--- src/rtl/decoder_scan_ctrl.sv ---
// Address sequencer for a 4x16 decoder: sweeps unmasked addresses with a dwell time.
// Optional break-before-make gap cycle between addresses when SCAN_GAP_EN is defined.
module decoder_scan_ctrl #(
  parameter int DWELL = 4,
  parameter int CNT_W = 8
) (
  input  logic        clk,
  input  logic        rst,
  input  logic        start,
  input  logic        mode,
  input  logic        stop,
  input  logic [15:0] skip_mask,
  output logic [3:0]  a,
  output logic        en,
  output logic        busy,
  output logic        done,
  output logic        wrap
);

`ifdef SCAN_GAP_EN
  typedef enum logic [1:0] {IDLE = 2'd0, SCAN = 2'd1, GAP = 2'd2, FIN = 2'd3} state_t;
`else
  typedef enum logic [1:0] {IDLE = 2'd0, SCAN = 2'd1, FIN = 2'd3} state_t;
`endif

  localparam int DWELL_EFF = (DWELL < 1) ? 1 : DWELL;
  localparam logic [CNT_W-1:0] DWELL_LAST = CNT_W'(DWELL_EFF - 1);

  state_t            state_reg, state_next;
  logic [3:0]        a_reg, a_next;
  logic              en_reg, en_next;
  logic              busy_reg, busy_next;
  logic              done_reg, done_next;
  logic              wrap_reg, wrap_next;
  logic [CNT_W-1:0]  cnt_reg, cnt_next;
  logic              mode_reg, mode_next;
  logic [15:0]       mask_reg, mask_next;

  // Returns {found, index} of the lowest set bit.
  function automatic logic [4:0] lowest_set(input logic [15:0] v);
    logic [4:0] r;
    r = 5'd0;
    for (int i = 15; i >= 0; i--) begin
      if (v[i]) r = {1'b1, 4'(i)};
    end
    return r;
  endfunction

  logic [16:0] above_sh;
  logic [15:0] above;
  logic [4:0]  first_in, first_lat, next_up;

  // Bits strictly above the current address.
  assign above_sh  = 17'h1FFFF << ({1'b0, a_reg} + 5'd1);
  assign above     = above_sh[15:0];
  assign first_in  = lowest_set(~skip_mask);
  assign first_lat = lowest_set(~mask_reg);
  assign next_up   = lowest_set(~mask_reg & above);

  always_comb begin
    state_next = state_reg;
    a_next     = a_reg;
    en_next    = 1'b0;
    busy_next  = 1'b0;
    done_next  = 1'b0;
    wrap_next  = 1'b0;
    cnt_next   = cnt_reg;
    mode_next  = mode_reg;
    mask_next  = mask_reg;
    case (state_reg)
      IDLE: begin
        if (start) begin
          mode_next = mode;
          mask_next = skip_mask;
          cnt_next  = '0;
          if (first_in[4]) begin
            state_next = SCAN;
            a_next     = first_in[3:0];
            en_next    = 1'b1;
            busy_next  = 1'b1;
          end else begin
            state_next = FIN;
            done_next  = 1'b1;
          end
        end
      end
      SCAN: begin
        if (stop) begin
          state_next = IDLE;
        end else if (cnt_reg != DWELL_LAST) begin
          cnt_next  = cnt_reg + 1'b1;
          en_next   = 1'b1;
          busy_next = 1'b1;
        end else begin
          cnt_next = '0;
          if (next_up[4] || (mode_reg && first_lat[4])) begin
`ifdef SCAN_GAP_EN
            // Address moves when leaving GAP, so the decoder sees en low first.
            state_next = GAP;
            busy_next  = 1'b1;
`else
            en_next   = 1'b1;
            busy_next = 1'b1;
            if (next_up[4]) begin
              a_next = next_up[3:0];
            end else begin
              a_next    = first_lat[3:0];
              wrap_next = 1'b1;
            end
`endif
          end else begin
            state_next = FIN;
            done_next  = 1'b1;
          end
        end
      end
`ifdef SCAN_GAP_EN
      GAP: begin
        if (stop) begin
          state_next = IDLE;
        end else begin
          state_next = SCAN;
          cnt_next   = '0;
          en_next    = 1'b1;
          busy_next  = 1'b1;
          if (next_up[4]) begin
            a_next = next_up[3:0];
          end else begin
            a_next    = first_lat[3:0];
            wrap_next = 1'b1;
          end
        end
      end
`endif
      FIN: begin
        state_next = IDLE;
      end
      default: begin
        state_next = IDLE;
      end
    endcase
  end

  always_ff @(posedge clk) begin
    if (rst) begin
      state_reg <= IDLE;
      a_reg     <= '0;
      en_reg    <= 1'b0;
      busy_reg  <= 1'b0;
      done_reg  <= 1'b0;
      wrap_reg  <= 1'b0;
      cnt_reg   <= '0;
      mode_reg  <= 1'b0;
      mask_reg  <= '0;
    end else begin
      state_reg <= state_next;
      a_reg     <= a_next;
      en_reg    <= en_next;
      busy_reg  <= busy_next;
      done_reg  <= done_next;
      wrap_reg  <= wrap_next;
      cnt_reg   <= cnt_next;
      mode_reg  <= mode_next;
      mask_reg  <= mask_next;
    end
  end

  assign a    = a_reg;
  assign en   = en_reg;
  assign busy = busy_reg;
  assign done = done_reg;
  assign wrap = wrap_reg;

endmodule

--- config.mk ---
export PLATFORM = sky130hd
export DESIGN_NAME = decoder_scan_ctrl
export DESIGN_NICKNAME = d
export VERILOG_FILES = /design/src/rtl/decoder_scan_ctrl.sv
export SDC_FILE = /design/constraint.sdc
export NUM_CORES = 1
export LEC_CHECK = 0
export ABC_CLOCK_PERIOD_IN_PS = 4700
export BUFFER_PORTS_ARGS = -buffer_cell sky130_fd_sc_hd__buf_4
export CAP_MARGIN = 20
export CORE_ASPECT_RATIO = 0.6
export CORE_MARGIN = 4
export CORE_UTILIZATION = 50
export CTS_CLUSTER_DIAMETER = 80
export DETAILED_ROUTE_END_ITERATION = 10
export PLACE_DENSITY = 0.7
export REMOVE_ABC_BUFFERS = 1
export SLEW_MARGIN = 20
export SYNTH_ARGS = -nofsm -noshare
export SYNTH_HDL_FRONTEND = slang
export SYNTH_SLANG_ARGS = --single-unit
--- constraint.sdc ---
create_clock -name clk -period 4.7 [get_ports clk]
set_input_delay 0.235 -clock clk [delete_from_list [all_inputs] [get_ports clk]]
set_output_delay 0.235 -clock clk [all_outputs]
set_load 0.03 [all_outputs]
[After elaboration in Yosys (flattened, before gate mapping)]
Cells that the tools add are included.
Operators by class
  $add $sub $neg: 2
  eq/ne operators: 9
  shift operators: 1
  mux-type cells: 78
  bitwise operators: 5
  reductions and logical operators: 9
Operator list (count)
  $mux 5: 48
  $not 16->16: 2
  $mux 4: 6
  $mux 8: 3
  $shl 17x5->16 const A: 1
  $and 16x16->16: 1
  $pmux 8 s2: 1
  $mux 1: 11
  $mux 2: 5
  $ne 2x2->1 const B: 5
  $add 8x1->8 const B: 1
  $ne 8x2->1 const B: 1
  $pmux 4 s2: 1
  $ne 3x3->1 const B: 2
  $reduce_and 3->1: 2
  $reduce_and 6->1: 1
  $add 4x1->5 const B: 1
  $reduce_or 5->1: 1
  $pmux 1 s2: 2
  $pmux 2 s2: 1
  $eq 2x1->1 const B: 1
  $logic_not 2->1: 1
  $not 1->1: 2
  $reduce_and 2->1: 1
  other kinds (3): 3
Word-level totals
  bits in registers: 34
  input port bits: 21
  output and inout bits: 8
  word-level logic and storage cells: 112

[Longest topological paths before layout]
Gate-level depths: netlist (run 1).
  depth in word-level cells: 24
  depth in mapped cells: 12
  depth with buffers taken out: 11

[Least setup slack after synthesis (run 1)]
No wires, ideal clock.
  path type: register to register
  start: reg a_reg[1], in the netlist a[1]
  end: reg a_reg[0], in the netlist a[0]
  setup time: 95 ps
  arrival time: 2839 ps
  required time: 4605 ps
  setup slack: 1765 ps
  stages on the path, launching flop included: 13
  buffers on the path: 1
  period minus slack after synthesis: 2935 ps
  path through: dfxtp_1 ha_1 inv_1 ha_1 clkbuf_1 nor2_1 o22a_1 o211ai_1 o21ai_1 nor3b_1 and3_1 o31ai_1 a221oi_1
Between the ends
  word-level cells in the longest chain between the ends: 24
  elaborated cells between the ends (all ways): 27
  those cells by class: 1 x add/sub; 1 x eq/ne; 1 x shift; 21 x mux; 1 x bitwise; 2 x reduce/logical
Ends and longest elaborated chain
  start, declared: line 30  | logic [3:0] a_reg, a_next;
  start signal, assigned: line 157  | a_reg <= a_next;
  $add 4x1->5 (*): line 54  | assign above_sh = 17'h1FFFF << ({1'b0, a_reg} + 5'd1);
  $shl 17x5->16 (*): line 54
  $and 16x16->16 (*): line 58  | assign next_up = lowest_set(~mask_reg & above);
  $mux 5 (15 in series): line 44  | if (v[i]) r = {1'b1, 4'(i)};
  $mux 5 (*): line 44
  $mux 4: line 104  | if (next_up[4]) begin
  $mux 4: line 96  | if (next_up[4] || (mode_reg && first_lat[4])) begin
  $mux 4: line 90  | end else if (cnt_reg != DWELL_LAST) begin
  $mux 4: line 88  | if (stop) begin
  $pmux 4 s2: line 70  | case (state_reg)
Every way passes the cells marked *; elsewhere a longest branch is shown, timed or not. The select of a mux whose other input is x is not followed.
A chain may end at the register's enable or synchronous reset.

[Final worst setup path (run 1)]
Ends and elaborated chain as after synthesis.

==> results by group, run 1 <==
Outcome
  – Status: completed

Floorplanning
  – Die ar.: 5540 sq um
  – Initial core utilization: 0.526
  – Core box area: 4170 sq um
  – Cell row count: 18
  – Die Ht: 59.3 um
  – IO Pins: 29
  – Die width: 93.5 um

STA
  – Final slew viol count: 0
  – Final worst slack: 1.60 ns
  – Setup TNS: 0 ns
  – RSZ-0062 raised after global routing: false
  – Clock skew: 0.00327 ns
  – Final hold vios: 0
  – Slew of the pin with the lowest slew margin: 0.720 ns
  – Maximum clock frequency: 322 MHz
  – Crit path time final: 3.10 ns
  – Max_slew headroom: 0.520
  – Tcrit/Tclk final: 0.660
  – Final setup viols: 0

Logic synthesis
  – Flops & latches, synth: 34
  – Synth Cell Area: 2190 sq um
  – Synth unique cells: 54
  – Mean Syn Cell Area: 7.36 sq um
  – Syn Inst Count: 298
  – Main combinational cell family by area after synthesis: simple AND/OR/NAND/NOR gates
  – Mux contribution to synthesized area: 0.0160
  – Post-synthesis xor/xnor area fraction: 0.0405
  – Syn. warnings: 0
  – Post-synthesis async set-or-reset flop share: 0
  – Adder-cell share of the synthesized area: 0.0285
  – Sequential share of the synthesized area: 0.311
  – Top FF cell, synth: dfxtp_1
  – Post-synth EDFFs: 0
  – Post-Synth Simple-Gate Area: 0.312
  – Complex-gate fraction of the synthesized area: 0.255

Pwr
  – Final Total Pwr: 0.736 mW
  – Maximum vdd drop: 155 uV
  – Pwr Density: 291 nW/um^2
  – Leakage: 1.02 nW

Clock network
  – Number of gates resized after CTS: 0
  – Register clock-pin slew on the reported worst setup and hold paths: 0.07 ns
  – CTS tree: built
  – H-tree depth: 2
  – CTS hold repair buffers: 0
  – Worst-Skew Late Latency: 0.29 ns
  – Clock sinks: 34
  – Inserted Clock Buffers: 5
  – Worst-case clock buffer depth: 2
  – Setup bufs post-CTS: 0
  – Root Buffer: clkbuf_8

Place
  – Place WS: 1.70 ns
  – # port buffers: 28
  – Routability cong.: 0.929
  – Inst Count DP: 376
  – Detailed placement HPWL: 4590 um

Setup path
  – R2r setup slk: 1.60 ns
  – CP peak stage delay: 0.45 ns
  – Stages on the worst setup path: 11
  – CP Launch Point: a[1]
  – Worst path slowest cell: dfxtp_1
  – CP required: 4.90 ns
  – Critical path buffers and inverters: 1
  – Crit path max-delay family: compound AO/OA/AOI/OAI gates
  – Most used cell along the critical path: ha_1
  – Critical path class: reg2reg
  – Crit Path Max Fanout: 9
  – Worst R2R Start: a[1]
  – Cell Chain, Critical Path: ha_1 -> inv_1 -> ha_1 -> nor2_1 -> o22a_1 -> o211ai_1 -> o21ai_1 -> nor3b_1 -> and3_1 -> o31ai_1 -> a221oi_1
  – Worst setup path endpoint: a[0]
  – Critical Path End Type: register
  – Worst Path Arrival: 3.30 ns
  – CP startpoint kind: register
  – Worst r2r dst: a[0]
  – Worst reg-to-reg path cell count: 11

Routing
  – Post-route ant nets: 0
  – Post-route DRC: 0
  – Drt pass-1 iters: 5
  – Initial DRC Count: 224
  – Routed wire length: 5880 um
  – Via count: 2235
  – Via density: 5.82
  – Wire per inst: 15.3 um

Finish
  – Flip-flop count of the largest register after layout: 16
  – Syn-to-layout area delta: 15.4%
  – Fin cells: 384
  – Share of layout cells above drive strength 1: 0.145
  – Final nets: 349
  – # diodes: 0

Run
  – Max Cap Violations: 0

GRT
  – Largest net degree at the start of global routing: 25
  – First-pass GRT wire length: 9690 um
  – GRT Total Usage: 0.226
  – Initial antenna violation count: 0
  – Vias in the first global route: 1943
  – Grt ovf: 0

Min path
  – HP Class: in2reg
==> logic make-up (layout without fill, tap and decap cells) <==
logic type,Yosys count,count (layout)
AO/OA/AOI/OAI,85,85
adder cells (fa/ha/maj),5,5
multiplexers,3,3
buffers and inverters,20,46
XOR/XNOR,8,8
AND/OR/NAND/NOR,143,143
flip-flops,34,34
==> layer usage <==
metal / wire (um) / GRT usage / part of all wire
met1: 2980 / 0.354 / 0.51
met3: 598 / 0.0482 / 0.10
met5: 0 / 0 / 0
met4: 51 / 0.0668 / 0.0087
met2: 2250 / 0.302 / 0.38
==> metrics by stage <==
stage          hold WS [ns]   util  instance area, sq um
2_1_floorplan         0.304      -                  2150
3_5_place_dp          0.473  0.584                  2430
4_1_cts               0.188  0.607                  2530
5_1_grt               0.199  0.607                  2530
3_3_place_gp          0.467  0.584                  2430
6_report              0.189  0.607                  2530
==> where the power goes <==
part           switching (mW)  total (mW)  leakage [nW]  internal [mW]
Combinational           0.102       0.176         0.699         0.0739
Clock                   0.110       0.228        0.0472          0.118
Sequential             0.0275       0.332         0.278          0.305
==> worst min-delay path, cell delays in order <==
cell and delay, ns:
buf_4 0.11, nand2_1 0.05, a21oi_1 0.05
==> synthesized netlist by cell type (2+ instances only) <==
cell type / number / share of area
a211o_1: 2 / 0.0080
and3_1: 7 / 0.020
nor2_1: 26 / 0.045
o211ai_1: 5 / 0.017
mux2i_1: 2 / 0.0091
a21oi_1: 25 / 0.057
xor2_1: 6 / 0.024
nor2b_1: 4 / 0.011
nand3_1: 5 / 0.011
o21ai_1: 3 / 0.0068
nand2_1: 62 / 0.11
o21ai_0: 15 / 0.034
a31oi_1: 6 / 0.017
or2_2: 4 / 0.011
buf_4: 2 / 0.0068
nor3_1: 7 / 0.016
ha_1: 5 / 0.029
nand4_1: 8 / 0.023
nand2b_1: 9 / 0.026
nor4_1: 2 / 0.0057
a221oi_1: 2 / 0.0080
dfxtp_1: 34 / 0.31
a21o_1: 4 / 0.014
a211oi_1: 2 / 0.0068
o21a_1: 2 / 0.0068
clkbuf_1: 8 / 0.014
a21boi_0: 4 / 0.014
o31a_1: 2 / 0.0080
inv_1: 10 / 0.017
==> worst min path at each step <==
| stage | depth (start not counted) | end | slack (ns) | from |
|---|---|---|---|---|
| after floorplan | 1 | mask_reg[0] | 0.30 | rst |
| after global placement | 2 | mode_reg | 0.47 | mode_reg |
| after detailed placement | 2 | mode_reg | 0.47 | mode_reg |
| after CTS | 3 | mode_reg | 0.19 | mode |
| after global routing | 3 | mode_reg | 0.20 | mode |
| final | 3 | mode_reg | 0.19 | mode |
==> area by class of cell <==
class / instances / area (sq um)
clock buffers: 6 / 82.6
clock inverters: 2 / 12.5
fillers: 397 / 1640
inverters: 10 / 37.5
multi-input cells: 244 / 1430
flip-flops and latches: 34 / 681
well taps: 60 / 75.1
repair buffers: 28 / 210
==> cells in the final DEF, fill, tap and decap left out, types with 3 or more instances in the layout <==
cell	instances
nand2_1	62
dfxtp_1	34
buf_4	28
a21oi_1	25
nor2_1	25
o21ai_0	15
inv_1	10
nand2b_1	9
nand4_1	8
and3_1	7
nor3_1	7
xor2_1	6
a31oi_1	6
clkbuf_8	6
nand3_1	5
o211ai_1	5
ha_1	5
or2_2	4
nor2b_1	4
a21o_1	4
a21boi_0	4
o21ai_1	3
Note: power is estimated with default switching activity, not from simulation.
==> inputs of run 2 (changes only) <==
ABC_CLOCK_PERIOD_IN_PS = 2900   (was 4700)
clock period = 2.9 ns   (was 4.7 ns; I/O delays follow)
==> run 2 against run 1 <==
  * Non-clock buffer count rose by 8
  * Sequential cell count did not move
  * Global-route usage rose by 0.076 points
  * Sequential share of layout area fell by 0.64 points
  * Critical path depth did not move
  * Routed wire length fell by 0.49%
  * Worst setup slack got worse by 1.4 ns
  * Final cell count rose by 1.8%
  * Via count rose by 3.4%
  * Sequential power rose by 61%
  * Utilization rose by 1.5 points
  * Critical path type unchanged
==> results by group, run 2 (synthesized netlist as in run 1, its figures left out) <==
Outcome
  – Status: completed (unchanged)

GRT
  – First-pass GRT wire length: 9780 um (was 9690 um)
  – Grt ovf: 0 (unchanged)
  – Largest net degree at the start of global routing: 25 (unchanged)
  – Initial antenna violation count: 0 (unchanged)
  – Vias in the first global route: 2029 (was 1943)
  – GRT Total Usage: 0.226 (about the same)

Routing
  – Post-route DRC: 0 (unchanged)
  – Initial DRC Count: 215 (was 224)
  – Wire per inst: 15.0 um (was 15.3 um)
  – Post-route ant nets: 0 (unchanged)
  – Via count: 2311 (was 2235)
  – Drt pass-1 iters: 5 (unchanged)
  – Via density: 5.91 (was 5.82)
  – Routed wire length: 5850 um (was 5880 um)

Setup path
  – Worst r2r dst: a[3] (was a[0])
  – Crit Path Max Fanout: 9 (unchanged)
  – Critical path class: reg2reg (unchanged)
  – Worst reg-to-reg path cell count: 11 (unchanged)
  – Worst path slowest cell: a41oi_1 (was dfxtp_1)
  – Worst setup path endpoint: a[3] (was a[0])
  – R2r setup slk: 0.25 ns (was 1.60 ns)
  – Crit path max-delay family: compound AO/OA/AOI/OAI gates (unchanged)
  – Stages on the worst setup path: 11 (unchanged)
  – Worst Path Arrival: 2.82 ns (was 3.30 ns)
  – CP required: 3.06 ns (was 4.90 ns)
  – CP startpoint kind: register (unchanged)
  – CP Launch Point: a[0] (was a[1])
  – Critical Path End Type: register (unchanged)
  – Worst R2R Start: a[0] (was a[1])
  – Cell Chain, Critical Path: ha_1 -> inv_1 -> ha_2 -> nor2_1 -> buf_4 -> a21o_1 -> a41oi_1 -> or2_1 -> o21a_1 -> o311a_1 -> nor3_1 (was ha_1 -> inv_1 -> ha_1 -> nor2_1 -> o22a_1 -> o211ai_1 -> o21ai_1 -> nor3b_1 -> and3_1 -> o31ai_1 -> a221oi_1)
  – Critical path buffers and inverters: 2 (was 1)
  – CP peak stage delay: 0.41 ns (was 0.45 ns)

Run
  – Max Cap Violations: 0 (unchanged)

Finish
  – Final nets: 357 (was 349)
  – Multi-input gate area: 1450 sq um (was 1430 sq um)
  – Syn-to-layout area delta: 18.2% (was 15.4%)
  – Fillers: 397 (unchanged)
  – Flip-flop count of the largest register after layout: 16 (unchanged)
  – Sequential Area: 681 sq um (unchanged)
  – Share of layout cells above drive strength 1: 0.166 (was 0.145)
  – Most frequent cells in the layout: 62 x nand2_1, 36 x buf_4, 34 x dfxtp_1 (was 62 x nand2_1, 34 x dfxtp_1, 28 x buf_4)
  – # diodes: 0 (unchanged)
  – Commonest non-fill, non-tap cell in the layout: nand2_1 (unchanged)

Clock network
  – Inserted Clock Buffers: 5 (unchanged)
  – H-tree depth: 2 (unchanged)
  – Clock sinks: 34 (unchanged)
  – Register clock-pin slew on the reported worst setup and hold paths: 0.07 ns (about the same)
  – Root Buffer: clkbuf_8 (unchanged)
  – CTS hold repair buffers: 0 (unchanged)
  – Worst-Skew Late Latency: 0.29 ns (about the same)
  – Worst-case clock buffer depth: 2 (unchanged)
  – CTS tree: built (unchanged)

STA
  – Max_slew headroom: 0.683 (was 0.520)
  – Tcrit/Tclk final: 0.915 (was 0.660)
  – Final hold vios: 0 (unchanged)
  – Final slew viol count: 0 (unchanged)
  – Crit path time final: 2.65 ns (was 3.10 ns)
  – Final worst slack: 0.245 ns (was 1.60 ns)
  – Clock skew: 0.00800 ns (was 0.00327 ns)
  – Final setup viols: 0 (unchanged)
  – Maximum clock frequency: 377 MHz (was 322 MHz)
  – Slew of the pin with the lowest slew margin: 0.471 ns (was 0.720 ns)

Place
  – Place WS: 0.131 ns (was 1.70 ns)
  – Detailed placement HPWL: 4640 um (was 4590 um)
  – # port buffers: 28 (unchanged)
  – Routability cong.: 0.943 (was 0.929)

Pwr
  – Maximum vdd drop: 240 uV (was 155 uV)
  – Leakage: 1.07 nW (was 1.02 nW)
  – Final Total Pwr: 1.17 mW (was 0.736 mW)
  – Pwr Density: 453 nW/um^2 (was 291 nW/um^2)

Min path
  – Min-Delay Path Depth: 3 (unchanged)
  – HP Class: in2reg (unchanged)

Floorplanning
  – Die ar.: 5540 sq um (unchanged)
  – Die width: 93.5 um (unchanged)
  – Die Ht: 59.3 um (unchanged)
  – IO Pins: 29 (unchanged)
  – Cell row count: 18 (unchanged)
  – Core box area: 4170 sq um (unchanged)
  – Initial core utilization: 0.526 (unchanged)
==> run 2: layer usage <==
layer | part of all wire | up-vias | global-route usage | wire length [um]
met5 | 0 | - | 0 | 0
met4 | 0.010 | 0 | 0.0564 | 60
met3 | 0.11 | 9 | 0.0571 | 651
met2 | 0.38 | 125 | 0.312 | 2220
met1 | 0.50 | 1043 | 0.347 | 2910
li1 | - | 1134 | - | -
==> run 2: what timing repair did <==
item	CTS	global route
setup buffers	0	0
resized for setup	0	4
endpoints found under the setup margin	0	6
==> run 2: power breakdown <==
group / total [mW] / switching (mW) / leakage (nW) / internal, mW
combinational: 0.306 / 0.173 / 0.756 / 0.133
sequential: 0.534 / 0.0398 / 0.278 / 0.494
clock: 0.334 / 0.170 / 0.0373 / 0.165
==> run 2: worst reg2reg max path, stage by stage, from the launching register on <==
cell and delay, ns:
dfxtp_1 0.34, ha_1 0.22, inv_1 0.07, ha_2 0.40, nor2_1 0.07, buf_4 0.14, a21o_1 0.16, a41oi_1 0.41
or2_1 0.21, o21a_1 0.24, o311a_1 0.22, nor3_1 0.05
==> run 2: worst min-delay path by stage <==
stage / start / end / slack (ns)
finish: mode / mode_reg / 0.11
global route: mode / mode_reg / 0.11
CTS: mode / mode_reg / 0.11
detailed placement: mode / mode_reg / 0.41
global placement: mode / mode_reg / 0.39
floorplan: rst / mask_reg[0] / 0.21
==> run 2: stage by stage <==
stage / setup TNS [ns] / std cells / util / hold WS (ns) / area [sq um]
6_report: 0 / 391 / 0.622 / 0.110 / 2590
5_1_grt: -0.0591 / 391 / 0.622 / 0.110 / 2590
4_1_cts: 0 / 391 / 0.617 / 0.108 / 2570
3_5_place_dp: 0 / 384 / 0.598 / 0.411 / 2490
3_3_place_gp: 0 / 384 / 0.598 / 0.393 / 2490
2_1_floorplan: 0 / 288 / - / 0.214 / 2150
==> run 2: cell type report <==
type / instances / area share
multi-input combinational: 244 / 0.559
clock buffer: 6 / 0.0280
tap: 60 / 0.0290
inverter: 10 / 0.0145
clock inverter: 1 / 0.00290
sequential: 34 / 0.263
timing repair buffer: 36 / 0.104
==> inputs of run 3 (changes only) <==
CORE_MARGIN = 10   (was 4)
==> run 3 against run 2 <==
  * Power grew 3.1%
  * Die area grew 36%
  * Largest power group unchanged
  * Clock skew shrank 0.0017 ns
  * Final cell count grew 0.26%
  * First-iteration DRC count shrank 35%
  * Sequential cell count is the same
  * Highest routed layer unchanged
==> results by group, run 3 (synthesized netlist as in run 1, its figures left out) <==
Setup path
  – Critical path class: reg2reg (unchanged)
  – Worst reg-to-reg path cell count: 11 (unchanged)
  – Critical Path End Type: register (unchanged)
  – CP startpoint kind: register (unchanged)
  – Worst R2R Start: a[1] (was a[0])
  – Worst Path Arrival: 2.86 ns (was 2.82 ns)
  – CP required: 3.11 ns (was 3.06 ns)
  – Crit Path Max Fanout: 9 (unchanged)
  – R2r setup slk: 0.25 ns (about the same)
  – Worst r2r dst: a[3] (unchanged)

Clock network
  – Inserted Clock Buffers: 5 (unchanged)
  – Worst-case clock buffer depth: 2 (unchanged)
  – H-tree depth: 2 (unchanged)
  – Root Buffer: clkbuf_8 (unchanged)
  – Register clock-pin slew on the reported worst setup and hold paths: 0.07 ns (about the same)
  – CTS tree: built (unchanged)
  – Worst-Skew Late Latency: 0.28 ns (was 0.29 ns)
  – Setup bufs post-CTS: 0 (unchanged)
  – Clock sinks: 34 (unchanged)

Outcome
  – Status: completed (unchanged)

Pwr
  – Final Total Pwr: 1.21 mW (was 1.17 mW)
  – Maximum vdd drop: 228 uV (was 240 uV)
  – Leakage: 1.06 nW (was 1.07 nW)
  – Pwr Density: 466 nW/um^2 (was 453 nW/um^2)

GRT
  – GRT Total Usage: 0.159 (was 0.226)
  – Largest net degree at the start of global routing: 25 (unchanged)
  – Initial antenna violation count: 0 (unchanged)
  – Vias in the first global route: 2173 (was 2029)
  – Grt ovf: 0 (unchanged)
  – First-pass GRT wire length: 10100 um (was 9780 um)

STA
  – Final slew viol count: 0 (unchanged)
  – RSZ-0062 raised after global routing: false
  – Final setup viols: 0 (unchanged)
  – Hold WS: 0.108 ns (was 0.110 ns)
  – Slew of the pin with the lowest slew margin: 0.471 ns (about the same)
  – Final hold vios: 0 (unchanged)
  – Max_slew headroom: 0.685 (was 0.683)
  – Maximum clock frequency: 378 MHz (was 377 MHz)
  – Setup TNS: 0 ns (unchanged)
  – Crit path time final: 2.65 ns (about the same)
  – Clock skew: 0.00627 ns (was 0.00800 ns)
  – Tcrit/Tclk final: 0.913 (was 0.915)

Routing
  – Post-route ant nets: 0 (unchanged)
  – Routed wire length: 6180 um (was 5850 um)
  – Drt pass-1 iters: 5 (unchanged)
  – Initial DRC Count: 140 (was 215)
  – Via count: 2280 (was 2311)
  – Via density: 5.82 (was 5.91)
  – Wire per inst: 15.8 um (was 15.0 um)
  – Post-route DRC: 0 (unchanged)

Floorplanning
  – Initial core utilization: 0.526 (unchanged)
  – Die Ht: 71.3 um (was 59.3 um)
  – IO Pins: 29 (unchanged)
  – Die width: 105 um (was 93.5 um)
  – Cell row count: 18 (unchanged)
  – Die ar.: 7520 sq um (was 5540 sq um)
  – Core box area: 4170 sq um (unchanged)

Min path
  – Hold Path End: mode_reg (unchanged)
  – Min-Delay Path Depth: 3 (unchanged)
  – Hold Path Origin: mode (unchanged)
  – HP Class: in2reg (unchanged)

Place
  – Detailed placement HPWL: 4860 um (was 4640 um)
  – Inst Count DP: 384 (unchanged)
  – Routability cong.: 1.00 (was 0.943)
  – # port buffers: 28 (unchanged)
  – DP Area: 2490 sq um (unchanged)

Finish
  – Syn-to-layout area delta: 18.5% (was 18.2%)
  – Commonest non-fill, non-tap cell in the layout: nand2_1 (unchanged)
  – Final nets: 357 (unchanged)
  – Most frequent cells in the layout: 62 x nand2_1, 36 x buf_4, 34 x dfxtp_1 (unchanged)
  – Fin cells: 392 (was 391)
  – Fin area: 2600 sq um (was 2590 sq um)
  – Flip-flop count of the largest register after layout: 16 (unchanged)
  – # diodes: 0 (unchanged)
  – Share of layout cells above drive strength 1: 0.172 (was 0.166)

Run
  – Max Cap Violations: 0 (unchanged)
-- run 3: cell types whose count changed in the layout (fill, tap and decap cells not counted), sizes merged --
cell,delta
clkinv,+1
-- run 3: final cells by class --
type	count	area, sq um
clock buffer	6	82.6
tap	60	75.1
fill	418	1570
multi-input combinational	244	1440
inverter	10	37.5
timing repair buffer	36	270
clock inverter	2	12.5
sequential	34	681
-- run 3: worst max path at each step --
| stage | from | endpoint | depth (start not counted) |
|---|---|---|---|
| finish | a[1] | a[3] | 11 |
| global route | a[1] | a[0] | 11 |
| CTS | a[1] | a[0] | 11 |
| detailed placement | a[1] | a[0] | 11 |
| global placement | a[0] | a[0] | 11 |
| floorplan | a[1] | a[0] | 11 |
-- run 3: worst max-delay path: stages (launching register included) --
cell and delay (ns):
dfxtp_1 0.34, ha_1 0.24, inv_1 0.06, ha_2 0.33, nor4bb_1 0.26, o21ai_0 0.15
o211ai_1 0.17, nand3_1 0.18, or2_1 0.28, o21a_1 0.26, o311a_1 0.15, nor3_1 0.16
-- run 3: repair_timing --
action	CTS	global route
hold buffers	0	0
endpoints found under the setup margin	0	3
resized for setup	0	3
-- run 3: per-stage QoR --
step / util / setup slack (ns)
after CTS: 0.621 / 0.0681
after global placement: 0.598 / 0.285
final: 0.623 / 0.251
after global routing: 0.623 / 0.0601
after detailed placement: 0.598 / 0.104
after floorplan: - / 0.0289
-- run 3: power breakdown --
part | switching (mW) | internal (mW) | leakage, nW
combinational | 0.174 | 0.133 | 0.739
sequential | 0.0394 | 0.494 | 0.278
clock | 0.179 | 0.191 | 0.0472
-- run 3: routing by layer --
layer,global-route usage,vias to the layer above,part of all wire
li1,-,1134,-
met5,0,-,0
met3,0.0402,4,0.087
met1,0.234,1050,0.53
met4,0.0303,0,0.0039
met2,0.225,92,0.38
